$ cat config.mk
export PLATFORM = sky130hd
export DESIGN_NAME = fwd_hazard_ctrl_flat
export DESIGN_NICKNAME = d
export VERILOG_FILES = /design/src/rtl/fwd_hazard_ctrl_if.sv /design/src/rtl/fwd_hazard_ctrl.sv /design/src/flat_wrapper.sv
export SDC_FILE = /design/constraint.sdc
export NUM_CORES = 1
export LEC_CHECK = 0
export ABC_AREA = 1
export CAP_MARGIN = 30
export CORE_ASPECT_RATIO = 0.8
export CORE_MARGIN = 4
export CORE_UTILIZATION = 30
export CTS_CLUSTER_SIZE = 10
export DETAILED_ROUTE_END_ITERATION = 8
export PLACE_DENSITY = 0.54
export RECOVER_POWER = 100
export SYNTH_ARGS = -nofsm -noshare
export SYNTH_HDL_FRONTEND = slang
export SYNTH_SLANG_ARGS = --single-unit
$ cat constraint.sdc
create_clock -name clk -period 1.55 [get_ports clk]
set_input_delay 0.31 -clock clk [delete_from_list [all_inputs] [get_ports clk]]
set_output_delay 0.31 -clock clk [all_outputs]
set_load 0.005 [all_outputs]
$ cat src/rtl/fwd_hazard_ctrl_if.sv
// Bundle between ID-stage decode and the forwarding/hazard controller.
// trk_wb exposes the WB shadow entry as {valid, wr, ld, dst} for observation.
interface fwd_hazard_ctrl_if #(
  parameter int ADDR_W = 5,
  parameter int CNT_W  = 16
);
  logic              enable;
  logic              id_valid;
  logic [ADDR_W-1:0] id_rs;
  logic [ADDR_W-1:0] id_rt;
  logic [ADDR_W-1:0] id_rd;
  logic              id_reg_write;
  logic              id_mem_read;
  logic [1:0]        ex_sel_a;
  logic [1:0]        ex_sel_b;
  logic              stall_if_id;
  logic              bubble_id_ex;
  logic [CNT_W-1:0]  stall_count;
  logic [ADDR_W+2:0] trk_wb;

  modport master (
    output enable, id_valid, id_rs, id_rt, id_rd, id_reg_write, id_mem_read,
    input  ex_sel_a, ex_sel_b, stall_if_id, bubble_id_ex, stall_count, trk_wb
  );

  modport slave (
    input  enable, id_valid, id_rs, id_rt, id_rd, id_reg_write, id_mem_read,
    output ex_sel_a, ex_sel_b, stall_if_id, bubble_id_ex, stall_count, trk_wb
  );
endinterface

$ cat src/rtl/fwd_hazard_ctrl.sv
// Operand-forward select generation and load-use stall detection for the
// EX stage. Keeps a shadow of destination info for the EX, MEM and WB stages.
// Select codes: 00 register file, 01 EX/MEM result, 10 MEM/WB result.
module fwd_hazard_ctrl #(
  parameter int ADDR_W = 5,
  parameter int CNT_W  = 16
) (
  input logic          clk,
  input logic          arst,
  fwd_hazard_ctrl_if.slave bus
);

  typedef struct packed {
    logic              valid;
    logic              wr;
    logic              ld;
    logic [ADDR_W-1:0] dst;
  } trk_t;

  trk_t             t_ex_q, t_ex_d;
  trk_t             t_mem_q, t_mem_d;
  trk_t             t_wb_q, t_wb_d;
  logic [1:0]       sel_a_q, sel_a_d;
  logic [1:0]       sel_b_q, sel_b_d;
  logic [CNT_W-1:0] cnt_q, cnt_d;
  logic [1:0]       fwd_a, fwd_b;
  logic             hz;

  // An entry only counts as a producer for a real, non-zero destination.
  function automatic logic produces(input trk_t t, input logic [ADDR_W-1:0] r);
    return t.valid & t.wr & (t.dst == r) & (r != '0);
  endfunction

  // Youngest producer wins: the EX entry shadows an older MEM write.
  function automatic logic [1:0] fwd_sel(input trk_t ex, input trk_t mem,
                                         input logic [ADDR_W-1:0] r);
    if (produces(ex, r))  return 2'b01;
    if (produces(mem, r)) return 2'b10;
    return 2'b00;
  endfunction

  // Load in EX feeding the ID instruction: its data is not ready for EX/MEM forwarding.
  assign hz = bus.id_valid & t_ex_q.ld &
              (produces(t_ex_q, bus.id_rs) | produces(t_ex_q, bus.id_rt));

  assign bus.stall_if_id  = hz & bus.enable;
  assign bus.bubble_id_ex = hz & bus.enable;
  assign bus.ex_sel_a     = sel_a_q;
  assign bus.ex_sel_b     = sel_b_q;
  assign bus.stall_count  = cnt_q;
  assign bus.trk_wb       = t_wb_q;

  // Next-state: shift trackers, insert the ID instruction or a bubble, count stalls.
  always_comb begin
    t_ex_d  = t_ex_q;
    t_mem_d = t_mem_q;
    t_wb_d  = t_wb_q;
    sel_a_d = sel_a_q;
    sel_b_d = sel_b_q;
    cnt_d   = cnt_q;
    fwd_a   = fwd_sel(t_ex_q, t_mem_q, bus.id_rs);
    fwd_b   = fwd_sel(t_ex_q, t_mem_q, bus.id_rt);
    if (bus.enable) begin
      t_wb_d  = t_mem_q;
      t_mem_d = t_ex_q;
      if (hz) begin
        t_ex_d  = '0;
        sel_a_d = 2'b00;
        sel_b_d = 2'b00;
        if (cnt_q != '1) cnt_d = cnt_q + 1'b1;
      end else begin
        t_ex_d  = '{valid: bus.id_valid, wr: bus.id_reg_write,
                    ld: bus.id_mem_read, dst: bus.id_rd};
        sel_a_d = fwd_a;
        sel_b_d = fwd_b;
      end
    end
  end

  // State registers with asynchronous clear.
  always_ff @(posedge clk or posedge arst) begin
    if (arst) begin
      t_ex_q  <= '0;
      t_mem_q <= '0;
      t_wb_q  <= '0;
      sel_a_q <= 2'b00;
      sel_b_q <= 2'b00;
      cnt_q   <= '0;
    end else begin
      t_ex_q  <= t_ex_d;
      t_mem_q <= t_mem_d;
      t_wb_q  <= t_wb_d;
      sel_a_q <= sel_a_d;
      sel_b_q <= sel_b_d;
      cnt_q   <= cnt_d;
    end
  end

endmodule
$ cat src/flat_wrapper.sv
// flat-port wrapper written by rule: the top's interface ports become plain ports
module fwd_hazard_ctrl_flat 
#(
  parameter int ADDR_W = 5,
  parameter int CNT_W  = 16
)
  (clk, arst, bus_enable, bus_id_valid, bus_id_rs, bus_id_rt, bus_id_rd, bus_id_reg_write, bus_id_mem_read, bus_ex_sel_a, bus_ex_sel_b, bus_stall_if_id, bus_bubble_id_ex, bus_stall_count, bus_trk_wb);
  fwd_hazard_ctrl_if #(.ADDR_W(ADDR_W), .CNT_W(CNT_W)) bus_i ();
  input logic clk;
  input logic arst;
  input wire logic [$bits(bus_i.enable)-1:0] bus_enable;
  input wire logic [$bits(bus_i.id_valid)-1:0] bus_id_valid;
  input wire logic [$bits(bus_i.id_rs)-1:0] bus_id_rs;
  input wire logic [$bits(bus_i.id_rt)-1:0] bus_id_rt;
  input wire logic [$bits(bus_i.id_rd)-1:0] bus_id_rd;
  input wire logic [$bits(bus_i.id_reg_write)-1:0] bus_id_reg_write;
  input wire logic [$bits(bus_i.id_mem_read)-1:0] bus_id_mem_read;
  output wire logic [$bits(bus_i.ex_sel_a)-1:0] bus_ex_sel_a;
  output wire logic [$bits(bus_i.ex_sel_b)-1:0] bus_ex_sel_b;
  output wire logic [$bits(bus_i.stall_if_id)-1:0] bus_stall_if_id;
  output wire logic [$bits(bus_i.bubble_id_ex)-1:0] bus_bubble_id_ex;
  output wire logic [$bits(bus_i.stall_count)-1:0] bus_stall_count;
  output wire logic [$bits(bus_i.trk_wb)-1:0] bus_trk_wb;
  assign bus_i.enable = bus_enable;
  assign bus_i.id_valid = bus_id_valid;
  assign bus_i.id_rs = bus_id_rs;
  assign bus_i.id_rt = bus_id_rt;
  assign bus_i.id_rd = bus_id_rd;
  assign bus_i.id_reg_write = bus_id_reg_write;
  assign bus_i.id_mem_read = bus_id_mem_read;
  assign bus_ex_sel_a = bus_i.ex_sel_a;
  assign bus_ex_sel_b = bus_i.ex_sel_b;
  assign bus_stall_if_id = bus_i.stall_if_id;
  assign bus_bubble_id_ex = bus_i.bubble_id_ex;
  assign bus_stall_count = bus_i.stall_count;
  assign bus_trk_wb = bus_i.trk_wb;
  fwd_hazard_ctrl #(.ADDR_W(ADDR_W), .CNT_W(CNT_W)) u_core (.clk(clk), .arst(arst), .bus(bus_i));
endmodule
# Yosys cells after proc, flatten, opt, wreduce, memory -nomap -nowiden
# Cells that the tools add are included.
dict set report classes {
  n_addsub 1
  eq_ne 5
  mux 17
  bitwise 14
  n_reduce_logical 3
}
# op count
set op_table {}
lappend op_table {{5-bit equality test} 4}
lappend op_table {{2-bit two-way mux} 10}
lappend op_table {{16-bit by 1-bit adder with 16-bit output, second input constant} 1}
lappend op_table {{16-bit inequality test, second input constant} 1}
lappend op_table {{1-bit bitwise AND} 13}
lappend op_table {{5-bit nonzero test} 2}
lappend op_table {{8-bit two-way mux} 1}
lappend op_table {{1-bit two-way mux} 6}
lappend op_table {{3-bit AND reduction} 1}
lappend op_table {{1-bit OR} 1}
dict set report totals {
  register_bits 44
  input_bits 21
  out_inout_bits 30
  word_cells 55
}

# Logic depth before layout (Yosys ltp)
# Gate-level depths: netlist of the first run.
dict set report depth {
  word_depth 8
  ltp_mapped 12
  mapped_depth_nobuf 11
}

# Worst setup path after synthesis of the first run
# Ideal clock, no wire load.
dict set report synth_path {
  path_kind {reg2reg}
  from {register u_core.cnt_q[0], in the netlist u_core.bus.stall_count[0]}
  to {register u_core.cnt_q[0], in the netlist u_core.bus.stall_count[0]}
  setup_time_ns 0.118
  arrival_ns 1.519
  required_time_ns 1.432
  setup_slack_ns -0.087
  path_stages_with_launch 11
  synth_period_minus_slack_ns 1.637
  cell_sequence {dfrtp_1 > ha_1 > nand2_1 > nor2_2 > nand2_2 > nor2_2 > nor2_2 > nand3_4 > buf_8 > nand2_1 > nand2_1}
}
dict set report synth_between {
  elab_chain_len 2
}
# element line
set synth_rtl {}
lappend synth_rtl {{from (decl)} fwd_hazard_ctrl.sv:25} ;# logic [CNT_W-1:0] cnt_q, cnt_d;
lappend synth_rtl {{from (signal assigned)} fwd_hazard_ctrl.sv:95} ;# cnt_q <= cnt_d;
lappend synth_rtl {{parallel branches: the longest is 2 deep, another holds 16-bit by 1-bit adder with 16-bit output} --}
# Several ways; the timed one is not identified.
# A chain may end at the register's enable or synchronous reset.

# Worst setup path in the final report of the first run
dict set report layout_path {
  from {register u_core.t_ex_q[2] (netlist name)}
  to {output bus_bubble_id_ex}
}
dict set report layout_between {
  elab_chain_len 6
}
# element line
set layout_rtl {}
lappend layout_rtl {{from (decl)} fwd_hazard_ctrl.sv:20} ;# trk_t t_ex_q, t_ex_d;
lappend layout_rtl {{from (signal assigned)} fwd_hazard_ctrl.sv:90} ;# t_ex_q <= t_ex_d;
lappend layout_rtl {{5-bit equality test} fwd_hazard_ctrl.sv:31} ;# return t.valid & t.wr & (t.dst == r) & (r != '0);
lappend layout_rtl {{1-bit bitwise AND (2 in series)} fwd_hazard_ctrl.sv:31}
lappend layout_rtl {{1-bit OR (*)} fwd_hazard_ctrl.sv:44} ;# (produces(t_ex_q, bus.id_rs) | produces(t_ex_q, bus.id_rt));
lappend layout_rtl {{1-bit bitwise AND (*)} fwd_hazard_ctrl.sv:43} ;# assign hz = bus.id_valid & t_ex_q.ld &
lappend layout_rtl {{1-bit bitwise AND (*)} fwd_hazard_ctrl.sv:47} ;# assign bus.bubble_id_ex = hz & bus.enable;
lappend layout_rtl {{to (decl)} flat_wrapper.sv:21} ;# output wire logic [$bits(bus_i.bubble_id_ex)-1:0] bus_bubble_id_ex;
# Every way passes the cells marked *; elsewhere a longest branch is shown, timed or not.

==> results.toml, run 1 <==
[layout]
instances_no_fill = 580
antenna_cells = 0
nets = 493
final_area_mm2 = 0.00374
multiInputGateArea_mm2 = 0.00131
seq_area_mm2 = 0.00111
n_fill_cell = 857
drive_gt1_frac = 0.222
area_growth_pct = 48.6

[place]
hpwl_um = 5660
dp_slack_ns = -0.899
dp.cells = 546
place_area_mm2 = 0.00343
place_congestion = 0.912
port_buffers = 50

[status]
violations = "setup timing"
status = "finished with violations"

[synth]
synth_area_leaders = "dfrtp_1 44%, nand2_1 22%, nand4_1 6.0%"
async_flop_share = 1.00
yosysMostFrequentCell = "nand2_1"
synth_edf_count = 0
synth-seq-cells = 44
netlist_area_mm2 = 0.00251
yosysWarnings = 0
postSynthAreaPerCell_um2 = 7.04
synth_top_area_frac = 0.438
synthSimpleGateAreaFrac = 0.398
synth_top_cell_by_area = "dfrtp_1"
syn_inst = 357
synth_compound_area_frac = 0.0577
syn_nets = 379
synthFlopType = "dfrtp_1"
muxShareOfSynthArea = 0
synth_fa_ha_area_frac = 0.00498
synth_top_family_by_area = "simple AND/OR/NAND/NOR gates"
synth_xor_area_frac = 0.0279
yosys-top-cells-count = "147 x nand2_1, 44 x dfrtp_1, 36 x nor2_1"
ys_seq_area_frac = 0.438
synth_cell_types = 25

[worst_setup_path]
crit_arrival_ns = 1.57
cp_slowest_stage_delay_ns = 0.45
timing.rr.end = "u_core.bus.stall_count[13]"
crit_type = "reg2out"
crit_start = "u_core.t_ex_q[2]"
path_cells = "inv_2 -> nand2_1 -> nand2_1 -> nand2_2 -> nor2_4 -> nand2_2 -> nand2_4 -> nand2_4 -> nor2_4 -> buf_2"
critPathCapture = "bus_bubble_id_ex"
endpoint_kind = "output port"
slowest_stage = "dfrtp_2"
critPathBufInv = 2
crit_cells = 10
path_max_fanout = 4
required_ns = 1.24
r2r_start = "u_core.t_ex_q[2]"
r2r.worst_path.cells = 11
crit_family = "simple AND/OR/NAND/NOR gates"
reg2reg_slack_ns = -0.14
cp-start-kind = "register"

[clock_network]
cts_buffer_depth = 2
cts_buffers = 5
cts.reportedPaths.clkPinSlew_ns = 0.10
clock_latency_ns = 0.30
cts.sinks = 44
cts_tree = "yes"
htree_levels = 2
root_buffer = "clkbuf_8"

[floorplan]
die_w_um = 110
core_area_mm2 = 0.00806
io_pins = 51
core.rowCount = 29
dieArea_mm2 = 0.00992
fp.dieH_um = 89.9
start_util = 0.312

[global_route]
grt_antenna_before_repair = 0
grt_pass1_wl_um = 12800
grt_overflow = 0
grt_max_degree = 25
grt_pass1_vias = 2543
track_usage = 0.161

[power]
power_density_mw_per_mm2 = 720
p_switching_mw = 0.741
pwr-share-comb = 0.190
swShare = 0.275
ir_worst_vdd_uv = 388
seq_power_share = 0.475
p_int_mw = 1.95
leakage_nw = 1.89
p_clk_frac = 0.335

[timing]
hold_violations = 0
finalMaxSlewViolations = 0
finalClockSkew_ns = 0.0117
max_freq_ghz = 0.531
tightest_slew_ns = 0.589
finalCritPeriodShare = 1.22
hold_ws_ns = 0.391
setup_ws_ns = -0.333
rsz0062_at_grt = "yes"
slew_headroom = 0.608
setup_violations = 18
fin_crit_ns = 1.88

[hold_path]
hp-class = "in2async"

[drt]
detail_route.wl_per_cell_um = 13.2
drt-total-wl_um = 7650
drc = 0
initialDrtViolationCount = 165
num_vias = 2655
firstDrtPassIters = 4
vias_per_cell = 4.58
drtAntennaViolNets = 0

[run]
drv_cap = 0
## logic make-up (layout without fill, tap and decap cells)
group	count (synthesis)	in the layout
adders and majority gates	1	1
AOI/OAI and AO/OA	28	28
DFF	44	44
and+or+nand+nor	232	233
buffers and inverters	44	158
xor gates and xnor gates	8	8
## final cells by class
| class | count | area share |
|---|---|---|
| well taps | 108 | 0.0362 |
| clock buffers | 5 | 0.0184 |
| flip-flops and latches | 44 | 0.297 |
| inverters | 34 | 0.0341 |
| clock inverters | 3 | 0.0124 |
| multi-input cells | 270 | 0.350 |
| repair buffers | 116 | 0.252 |
## routing by layer
layer / routed length, µm / global-route usage
met1: 4030 / 0.259
met2: 3180 / 0.226
met3: 387 / 0.0258
met4: 47 / 0.0308
met5: 0 / 0
## flip-flops by register name, indices dropped and copies added (netlist names)
register,count
u_core.bus.stall_count,16
u_core.bus.ex_sel_a,2
u_core.bus.trk_wb,8
u_core.bus.ex_sel_b,2
u_core.t_mem_q,8
u_core.t_ex_q,8
## worst min path at each step
stage	startpoint	endpoint	slack (ns)	cells after the start
floorplan	bus_enable	u_core.bus.trk_wb[7]	0.44	2
global placement	u_core.t_mem_q[7]	u_core.t_mem_q[7]	0.46	2
detailed placement	u_core.bus.ex_sel_b[1]	u_core.bus.ex_sel_b[1]	0.47	2
CTS	arst	u_core.bus.trk_wb[5]	0.28	2
global route	arst	u_core.bus.trk_wb[5]	0.40	2
finish	arst	u_core.bus.trk_wb[5]	0.39	2
## cells in the final DEF (no fill, tap or decap), drive strengths merged
master | Yosys | final
nor2 | 41 | 41
nand4 | 24 | 24
clkinvlp | 0 | 1
nand3 | 14 | 15
a21oi | 7 | 7
clkinv | 1 | 2
ha | 1 | 1
dlygate4sd3 | 0 | 1
o211ai | 2 | 2
xnor2 | 2 | 2
inv | 33 | 33
nor2b | 1 | 1
dfrtp | 44 | 44
dlymetal6s2s | 0 | 1
nand3b | 2 | 2
clkbuf | 6 | 17
clkdlybuf4s50 | 0 | 23
clkdlybuf4s25 | 0 | 4
o21ai | 19 | 19
buf | 4 | 56
nand2 | 150 | 150
bufinv | 0 | 1
dlygate4sd2 | 0 | 19
xor2 | 6 | 6
## per-stage QoR
step	util	setup TNS [ns]	total power, mW
floorplan	-	-0.0427	1.50
CTS	0.465	-2.59	2.73
global route	0.464	-4.79	2.86
detailed placement	0.426	-16.64	1.77
finish	0.464	-2.42	2.69
global placement	0.426	-17.22	1.77
## power groups by stage
stage	logic (mW)	registers, mW	clock network (mW)
3_5_place_dp	0.475	1.30	0
4_1_cts	0.521	1.28	0.933
3_3_place_gp	0.473	1.30	0
2_1_floorplan	0.213	1.29	0
5_1_grt	0.573	1.29	0.992
6_report	0.512	1.28	0.902
## timing repair
item                                    4_1_cts  5_1_grt
endpoints found under the setup margin       40       34
pin swaps                                    15        5
cloned                                        1        0
hold buffers                                  0        0
buffers inserted                             28        8
resized for setup                            46       14
Power figures use the tool's default switching activity.
==> inputs of run 2 (changes only) <==
Settings changed: TNS_END_PERCENT set to 20.
==> run 2 against run 1 <==
  * Setup slack worse by 0.12 ns
  * Sequential power barely moved
  * Routed wire length is 1.3% higher
  * Utilization down 0.28 points
  * Non-clock buffer count is 8 lower
  * Power rose by 2.5%
  * Cell area is 0.60% lower
  * The run still ends with setup timing left
  * Fmax decreased by 5.9%
  * Clock skew down 0.0030 ns
  * Cell count down 1.4%
  * Critical path depth is the same
  * Flip-flop and latch count is the same
==> results.toml, run 2 (synthesized netlist as in run 1, its figures left out) <==
[status]
status = "finished with violations"
violations = "setup timing"

[global_route]
grt_max_degree = 45
grt_pass1_wl_um = 12900
grt_pass1_vias = 2545
grt_antenna_before_repair = 0
grt_overflow = 0
track_usage = 0.163

[timing]
hold_ws_ns = 0.477
finalClockSkew_ns = 0.00873
max_freq_ghz = 0.499
setup_violations = 28
hold_violations = 0
slew_headroom = 0.325
finalSetupTns_ns = -5.32
rsz0062_at_grt = "yes"
setup_ws_ns = -0.452
tightest_slew_ns = 1.01
fin_crit_ns = 2.00
finalCritPeriodShare = 1.29
finalMaxSlewViolations = 0

[drt]
vias_per_cell = 4.57
firstDrtPassIters = 4
initialDrtViolationCount = 110
drtAntennaViolNets = 0
drt-total-wl_um = 7740
drc = 0
detail_route.wl_per_cell_um = 13.5
num_vias = 2614

[worst_setup_path]
cp_slowest_stage_delay_ns = 0.50
crit_path_frequent_cell = "nand2_4"
critPathBufInv = 3
endpoint_kind = "output port"
r2r_start = "u_core.t_ex_q[3]"
crit_type = "in2out"
cp-start-kind = "input pin"
r2r.worst_path.cells = 14
crit_arrival_ns = 1.69
path_max_fanout = 3
reg2reg_slack_ns = -0.27
timing.rr.end = "u_core.t_ex_q[3]"
path_cells = "clkdlybuf4s50_1 -> inv_1 -> nand2_1 -> o21ai_0 -> nor2_1 -> nand3_2 -> nand2_4 -> nand2_4 -> nor2_4 -> buf_2"
required_ns = 1.24
slowest_stage = "clkdlybuf4s50_1"
crit_family = "buffers and inverters"

[hold_path]
hp-class = "reg2reg"
whs_path_depth = 2
hold_end = "u_core.t_mem_q[7]"
min_from = "u_core.t_mem_q[7]"

[layout]
antenna_cells = 0
final_cell_mix = "142 x nand2_1, 43 x dfrtp_1, 36 x buf_4"
seq_area_mm2 = 0.00110
n_fill_cell = 823
multiInputGateArea_mm2 = 0.00129
drive_gt1_frac = 0.198
nets = 485
area_growth_pct = 47.7
largest_register_ffs = 16
layout_commonest_cell = "nand2_1"

[place]
dp_slack_ns = -0.880
hpwl_um = 5560
place_congestion = 0.903
port_buffers = 50

[power]
leakage_nw = 1.90
power_density_mw_per_mm2 = 743
ir_worst_vdd_uv = 450
p_total_mw = 2.76

[clock_network]
cts.sinks = 44
cts_buffers = 5
htree_levels = 2
root_buffer = "clkbuf_8"
cts_buffer_depth = 2
cts_tree = "yes"
cts.reportedPaths.clkPinSlew_ns = 0.08
clock_latency_ns = 0.30

[floorplan]
dieArea_mm2 = 0.00992
io_pins = 51
start_util = 0.312
core.rowCount = 29
fp.dieH_um = 89.9
core_area_mm2 = 0.00806
die_w_um = 110

[run]
drv_cap = 0
run 2: changes by cell type in the layout (fill, tap and decap cells not counted), moves of 4 or more:
| cell | change |
|---|---|
| clkbuf_1 | -4 |
| buf_6 | +11 |
| buf_4 | -14 |
| dfrtp_1 | +5 |
| dfrtp_2 | -5 |
run 2: how the worst max path moves through the flow:
stage	slack [ns]	depth (start not counted)	to	start
6_report	-0.45	10	bus_stall_if_id	bus_id_rs[1]
5_1_grt	-0.55	12	bus_stall_if_id	u_core.t_ex_q[3]
4_1_cts	-0.49	12	bus_stall_if_id	u_core.t_ex_q[3]
3_5_place_dp	-0.88	10	bus_stall_if_id	bus_id_rt[1]
3_3_place_gp	-0.85	10	bus_bubble_id_ex	bus_id_rs[1]
2_1_floorplan	-0.08	10	bus_stall_if_id	u_core.t_ex_q[2]
run 2: routing by layer:
layer	routed length [µm]	part of all wire	track usage	up-vias
li1	-	-	-	1350
met1	4070	0.53	0.264	1183
met2	3110	0.40	0.216	74
met3	494	0.064	0.0315	7
met4	66	0.0085	0.0410	0
met5	0	0	0	-
run 2: timing repair:
action,4_1_cts,5_1_grt
resized for setup,60,14
endpoints found under the setup margin,44,32
hold endpoints to repair,0,0
cloned,1,0
hold buffers,0,0
setup buffers,27,3
pin swaps,11,12
run 2: metrics by stage:
stage | std cells | cell area, µm² | util
after global placement | 544 | 3400 | 0.422
after floorplan | 357 | 2520 | -
after global routing | 572 | 3710 | 0.461
after CTS | 576 | 3790 | 0.470
after detailed placement | 544 | 3400 | 0.422
final | 572 | 3710 | 0.461
run 2: worst min-delay path, cell delays in order, from the launching register on:
cell,delay [ns]
dfrtp_1,0.35
nand2_1,0.05
nand2_1,0.05
run 2: power by group:
part           switching [mW]  internal [mW]  total [mW]
registers              0.0555           1.22        1.28
clock network           0.417          0.528       0.945
logic                   0.273          0.267       0.540
run 2: layout make-up:
| cell class | instances | area share |
|---|---|---|
| Multi-Input combinational cell | 270 | 0.348 |
| Sequential cell | 44 | 0.297 |
| Timing Repair Buffer | 108 | 0.252 |
| Tap cell | 108 | 0.0364 |
| Inverter | 34 | 0.0344 |
| Clock buffer | 6 | 0.0222 |
| Clock inverter | 2 | 0.0104 |
